## src/rtl/ex_mem_pipe_pkg.sv

```systemverilog
// Shared types and constants for the EX->MEM pipeline register.
package ex_mem_pipe_pkg;

  localparam int EM_DATA_W = 32;
  localparam int EM_ADDR_W = 10;
  localparam int EM_RAW    = 5;
  localparam int EM_OP_W   = 4;

  localparam logic RstEnable    = 1'b1;
  localparam logic WriteEnable  = 1'b1;
  localparam logic WriteDisable = 1'b0;

  localparam logic [EM_OP_W-1:0] ALUOP_NOP = 4'h0;
  localparam logic [EM_OP_W-1:0] ALUOP_LW  = 4'h1;
  localparam logic [EM_OP_W-1:0] ALUOP_SW  = 4'h2;

  typedef struct packed {
    logic [EM_RAW-1:0]    wd;
    logic                 wreg;
    logic [EM_DATA_W-1:0] wdata;
    logic                 of;
    logic                 zf;
    logic [EM_OP_W-1:0]   aluop;
    logic [EM_ADDR_W-1:0] mem_addr;
    logic [EM_DATA_W-1:0] reg2;
  } ex_mem_bundle_t;

endpackage

```

## src/rtl/ex_mem_pipe_skid_buf.sv

```systemverilog
// Generic two-entry valid/ready skid buffer; in_ready comes straight from a flop.
module pipe_skid_buf
  import ex_mem_pipe_pkg::*;
#(
  parameter int W = 8
) (
  input  logic         clk,
  input  logic         rst,
  input  logic         flush,
  input  logic         in_valid,
  output logic         in_ready,
  input  logic [W-1:0] in_data,
  output logic         out_valid,
  input  logic         out_ready,
  output logic [W-1:0] out_data
);

  logic [W-1:0] main_q, main_d;
  logic [W-1:0] skid_q, skid_d;
  logic         main_v_q, main_v_d;
  logic         skid_v_q, skid_v_d;
  logic         acc, pop;

  assign in_ready  = !skid_v_q;
  assign out_valid = main_v_q;
  assign out_data  = main_q;
  assign acc       = in_valid & !skid_v_q;
  assign pop       = main_v_q & out_ready;

  always_comb begin
    main_d   = main_q;
    skid_d   = skid_q;
    main_v_d = main_v_q;
    skid_v_d = skid_v_q;
    if (flush) begin
      // Payload is left in place; only the valid bits are killed.
      main_v_d = 1'b0;
      skid_v_d = 1'b0;
    end else if (skid_v_q) begin
      if (pop) begin
        main_d   = skid_q;
        main_v_d = 1'b1;
        skid_v_d = 1'b0;
      end
    end else if (acc) begin
      if (!main_v_q || pop) begin
        main_d   = in_data;
        main_v_d = 1'b1;
      end else begin
        skid_d   = in_data;
        skid_v_d = 1'b1;
      end
    end else if (pop) begin
      main_v_d = 1'b0;
    end
  end

  always_ff @(posedge clk) begin
    if (rst == RstEnable) begin
      main_q   <= '0;
      skid_q   <= '0;
      main_v_q <= 1'b0;
      skid_v_q <= 1'b0;
    end else begin
      main_q   <= main_d;
      skid_q   <= skid_d;
      main_v_q <= main_v_d;
      skid_v_q <= skid_v_d;
    end
  end

endmodule

```

## src/rtl/ex_mem_pipe.sv

```systemverilog
// EX->MEM pipeline register: skid-buffered bundle, gated write enable and ID bypass tap.
module ex_mem_pipe
  import ex_mem_pipe_pkg::*;
#(
  parameter int DATA_W = 32,
  parameter int ADDR_W = 10,
  parameter int RAW    = 5,
  parameter int OP_W   = 4
) (
  input  logic              clk,
  input  logic              rst,
  input  logic              flush,
  input  logic              ex_valid,
  output logic              ex_ready,
  input  logic [RAW-1:0]    ex_wd,
  input  logic              ex_wreg,
  input  logic [DATA_W-1:0] ex_wdata,
  input  logic              ex_of,
  input  logic              ex_zf,
  input  logic [OP_W-1:0]   ex_aluop,
  input  logic [ADDR_W-1:0] ex_mem_addr,
  input  logic [DATA_W-1:0] ex_reg2,
  output logic              mem_valid,
  input  logic              mem_ready,
  output logic [RAW-1:0]    mem_wd,
  output logic              mem_wreg,
  output logic [DATA_W-1:0] mem_wdata,
  output logic              mem_of,
  output logic              mem_zf,
  output logic [OP_W-1:0]   mem_aluop,
  output logic [ADDR_W-1:0] mem_mem_addr,
  output logic [DATA_W-1:0] mem_reg2,
  output logic              fwd_wen,
  output logic [RAW-1:0]    fwd_wd,
  output logic [DATA_W-1:0] fwd_wdata
);

  // Same layout as ex_mem_bundle_t, sized from this instance's parameters.
  typedef struct packed {
    logic [RAW-1:0]    wd;
    logic              wreg;
    logic [DATA_W-1:0] wdata;
    logic              of;
    logic              zf;
    logic [OP_W-1:0]   aluop;
    logic [ADDR_W-1:0] mem_addr;
    logic [DATA_W-1:0] reg2;
  } bundle_t;

  bundle_t in_b, head;

  assign in_b = '{wd: ex_wd, wreg: ex_wreg, wdata: ex_wdata, of: ex_of, zf: ex_zf,
                  aluop: ex_aluop, mem_addr: ex_mem_addr, reg2: ex_reg2};

  pipe_skid_buf #(.W($bits(bundle_t))) u_skid (
    .clk       (clk),
    .rst       (rst),
    .flush     (flush),
    .in_valid  (ex_valid),
    .in_ready  (ex_ready),
    .in_data   (in_b),
    .out_valid (mem_valid),
    .out_ready (mem_ready),
    .out_data  (head)
  );

  assign mem_wd       = head.wd;
  assign mem_wreg     = mem_valid ? head.wreg : WriteDisable;
  assign mem_wdata    = head.wdata;
  assign mem_of       = head.of;
  assign mem_zf       = head.zf;
  assign mem_aluop    = head.aluop;
  assign mem_mem_addr = head.mem_addr;
  assign mem_reg2     = head.reg2;

  assign fwd_wen   = mem_valid & (head.wreg == WriteEnable);
  assign fwd_wd    = head.wd;
  assign fwd_wdata = head.wdata;

endmodule

```

## config.mk

```make
export PLATFORM = sky130hd
export DESIGN_NAME = ex_mem_pipe
export DESIGN_NICKNAME = d
export VERILOG_FILES = /design/src/rtl/ex_mem_pipe_pkg.sv /design/src/rtl/ex_mem_pipe_skid_buf.sv /design/src/rtl/ex_mem_pipe.sv
export SDC_FILE = /design/constraint.sdc
export NUM_CORES = 1
export LEC_CHECK = 0
export ABC_CLOCK_PERIOD_IN_PS = 1800
export BUFFER_PORTS_ARGS = -buffer_cell sky130_fd_sc_hd__buf_2
export CORE_AREA = 2 2 193 195
export CTS_CLUSTER_SIZE = 40
export DETAILED_ROUTE_END_ITERATION = 6
export DIE_AREA = 0 0 195 197
export PLACE_DENSITY_LB_ADDON = 0.1
export SLEW_MARGIN = 0
export SYNTH_ARGS = -nofsm -noshare
export SYNTH_HDL_FRONTEND = slang
export SYNTH_HIERARCHICAL = 1
export SYNTH_SLANG_ARGS = --single-unit
```

## constraint.sdc

```tcl
create_clock -name clk -period 1.8 [get_ports clk]
set_input_delay 0.54 -clock clk [delete_from_list [all_inputs] [get_ports clk]]
set_output_delay 0.54 -clock clk [all_outputs]
set_load 0.02 [all_outputs]
```

==> impl_metrics.json <==
{
  "status": "finished, final reports clean",
  "yosys-top-cells-area": "dfxtp_1 (39%), mux2i_1 (19%), nand2b_1 (12%), mux2_4 (6.7%), nor2b_1 (6.0%)",
  "syn_to_final_growth_pct": 25.04,
  "io_buffer_count": 216,
  "clk_pin_slew_ps": 70,
  "synthTopCellsByCount": "dfxtp_1 (174), mux2i_1 (172), nand2b_1 (172)",
  "ant_nets": 0,
  "synth_top_family_by_area": "multiplexers",
  "crit_path_end_kind": "flip-flop",
  "synth_edf_count": 0,
  "worst_slew_margin_rel_pct": 79.03,
  "setup_viol": 0,
  "critPathRequiredTime_ps": 2130,
  "clockRootBuffer": "clkbuf_16",
  "clock-skew-final_ps": 9.123,
  "synth_compound_area_share_pct": 0.4050,
  "fp-row-count": 70,
  "synth.largest_area_cell": "dfxtp_1",
  "clock_sinks": 174,
  "max-cap-violations": 0,
  "start_kind": "flip-flop",
  "die_w_microns": 195,
  "slew_violations": 0,
  "crit_chain": "buf_4, nand2b_4, a221o_4, buf_4, mux2_1",
  "yosys.area_share.simple_pct": 22.07,
  "grt_max_degree": 47,
  "power.density_nw_per_um2": 809.2,
  "die_y_microns": 197,
  "syn_inst": 893,
  "stdcell_area_sq_um": 11200,
  "globalRouteOverflowTotal": 0,
  "rsz0062_at_grt": "no",
  "wl_microns": 22280,
  "slowest_stage": "a221o_4",
  "synth_cell_type_count": 23,
  "pin_count": 217,
  "drt_iter0_drc": 207,
  "ys_seq_area_share_pct": 38.88,
  "fmax_mhz": 575.1,
  "leakagePower_nw": 4.699,
  "path_max_fanout": 13,
  "clk_latency_ps": 440,
  "vdd_drop_max_mv": 0.6456,
  "post-route-period-util_pct": 96.60,
  "netlist_area_sq_um": 8959,
  "async_flop_share_pct": 0,
  "via_per_inst": 4.054,
  "design.die.area_sq_um": 38420,
  "grt_pass1_wl_microns": 35160,
  "track_usage_pct": 11.82,
  "grt_pass1_vias": 6254,
  "tritoncts": "built",
  "worstMarginPinSlew_ps": 314.6,
  "layout-drive-gt1-share_pct": 31.20,
  "cts_buffers": 17,
  "cpMostUsedCell": "buf_4",
  "max_stage_delay_ps": 400,
  "first_pass_iters": 4,
  "cts_buffer_depth": 2,
  "antenna_found_initial": 5,
  "crit_type": "reg2reg",
  "period_minus_slack_ps": 1739,
  "via_count": 6272,
  "setup_ws_ps": 61.29,
  "pre_cts_ws_ps": -62.13,
  "start_util_pct": 24.71,
  "synth_warnings": 6,
  "synth_top_cell_area_share_pct": 38.88,
  "hold_class": "in2reg",
  "arrival_ps": 2060,
  "hold_viol": 0,
  "htree_levels": 4,
  "wl_per_cell_microns": 14.40,
  "hpwl_microns": 14710,
  "drcViolationCount": 0,
  "synthesis.nets": 984,
  "synthAdderAreaFrac_pct": 0,
  "ys_seq_elements": 174,
  "place_area_sq_um": 10480,
  "fill_cells": 3824,
  "coreArea_sq_um": 36260,
  "synth-xor-area-share_pct": 0,
  "yosysMostFrequentCell": "dfxtp_1",
  "nNetsFinal": 1155,
  "gp_congestion": 0.6521,
  "avgSynthCellArea_sq_um": 10.03,
  "synthMuxAreaShare_pct": 31.70,
  "synth-main-ff-cell": "dfxtp_1"
}
[logic make-up (layout without fill, tap and decap cells)]
family / after synthesis / in the layout
buf+inv: 107 / 291
other cells: 0 / 2
compound gates: 5 / 5
simple gates: 349 / 349
flops: 174 / 174
mux: 258 / 258
[cell type report]
cell class	instances	area [sq um]	area share (%)
diodes	2	5.005	0.04468
clock buffers	18	439.2	3.920
clock inverters	14	153.9	1.374
inverters	2	10.01	0.08936
multi-input cells	612	4876	43.53
flip-flops and latches	174	3491	31.16
well taps	468	585.6	5.227
repair buffers	257	1642	14.65
[where the power goes]
group | internal (mW) | switching, mW
clock | 2.11 | 1.74
combinational | 0.556 | 0.623
sequential | 3.97 | 0.0710
[worst paths after layout]
kind                            slack, ps             start                   to  cells after the start
worst max register to register         60   u_skid/skid_v_q  u_skid/out_data[10]                      5
worst max-delay path                   60   u_skid/skid_v_q  u_skid/out_data[10]                      5
worst min-delay path                  370       ex_reg2[26]    u_skid/skid_q[26]                      3
worst min register to register        470  u_skid/skid_q[9]     u_skid/skid_q[9]                      2
[metrics by stage]
stage	hold slack (ps)	cells	util, %	power, mW	setup TNS [ps]
CTS	325.2	1544	30.85	9.300	-38.92
global placement	458.5	1507	28.91	5.314	-3274
detailed placement	463.1	1507	28.91	5.315	-3087
floorplan	448.3	893	-	4.926	0
finish	366.5	1547	30.89	9.064	0
global route	344.4	1545	30.88	9.536	0
[state kept, by name (all words and copies together) (netlist names)]
signal,flops
u_skid/skid_q,86
u_skid/skid_v_q,1
u_skid/out_valid,1
u_skid/out_data,86
[critical path: cells and delay by family (launching register included)]
family	cells	cell delay, ps
compound gates	1	400
simple gates	1	140
buf+inv	2	380
flops	1	360
mux	1	330
[placed cells by master (no fill, tap or decap), types with 2 or more instances in the layout]
| cell | count |
|---|---|
| buf_12 | 13 |
| buf_2 | 212 |
| buf_4 | 27 |
| bufbuf_16 | 2 |
| bufinv_16 | 2 |
| clkbuf_16 | 17 |
| clkbuf_8 | 2 |
| clkinv_2 | 2 |
| clkinvlp_4 | 3 |
| dfxtp_1 | 172 |
| dfxtp_4 | 2 |
| diode_2 | 2 |
| inv_6 | 6 |
| mux2_1 | 46 |
| mux2_4 | 40 |
| mux2i_1 | 172 |
| nand2_1 | 2 |
| nand2b_1 | 172 |
| nor2_1 | 86 |
| nor2b_1 | 86 |
[metal layers]
layer / share of wire (%) / track usage [%]
met5: 0.18 / 0
met4: 0.97 / 3.478
met3: 4.8 / 3.508
met2: 44 / 18.66
met1: 50 / 15.57
[what timing repair did]
action / CTS / global route
resized for setup: 8 / 1
buffers inserted: 3 / 2
cloned: 2 / 0
hold buffers: 0 / 0
endpoints found under the setup margin: 3 / 3
endpoints found under the hold margin: 0 / 0
No activity file was read; power rests on OpenSTA's default activity.
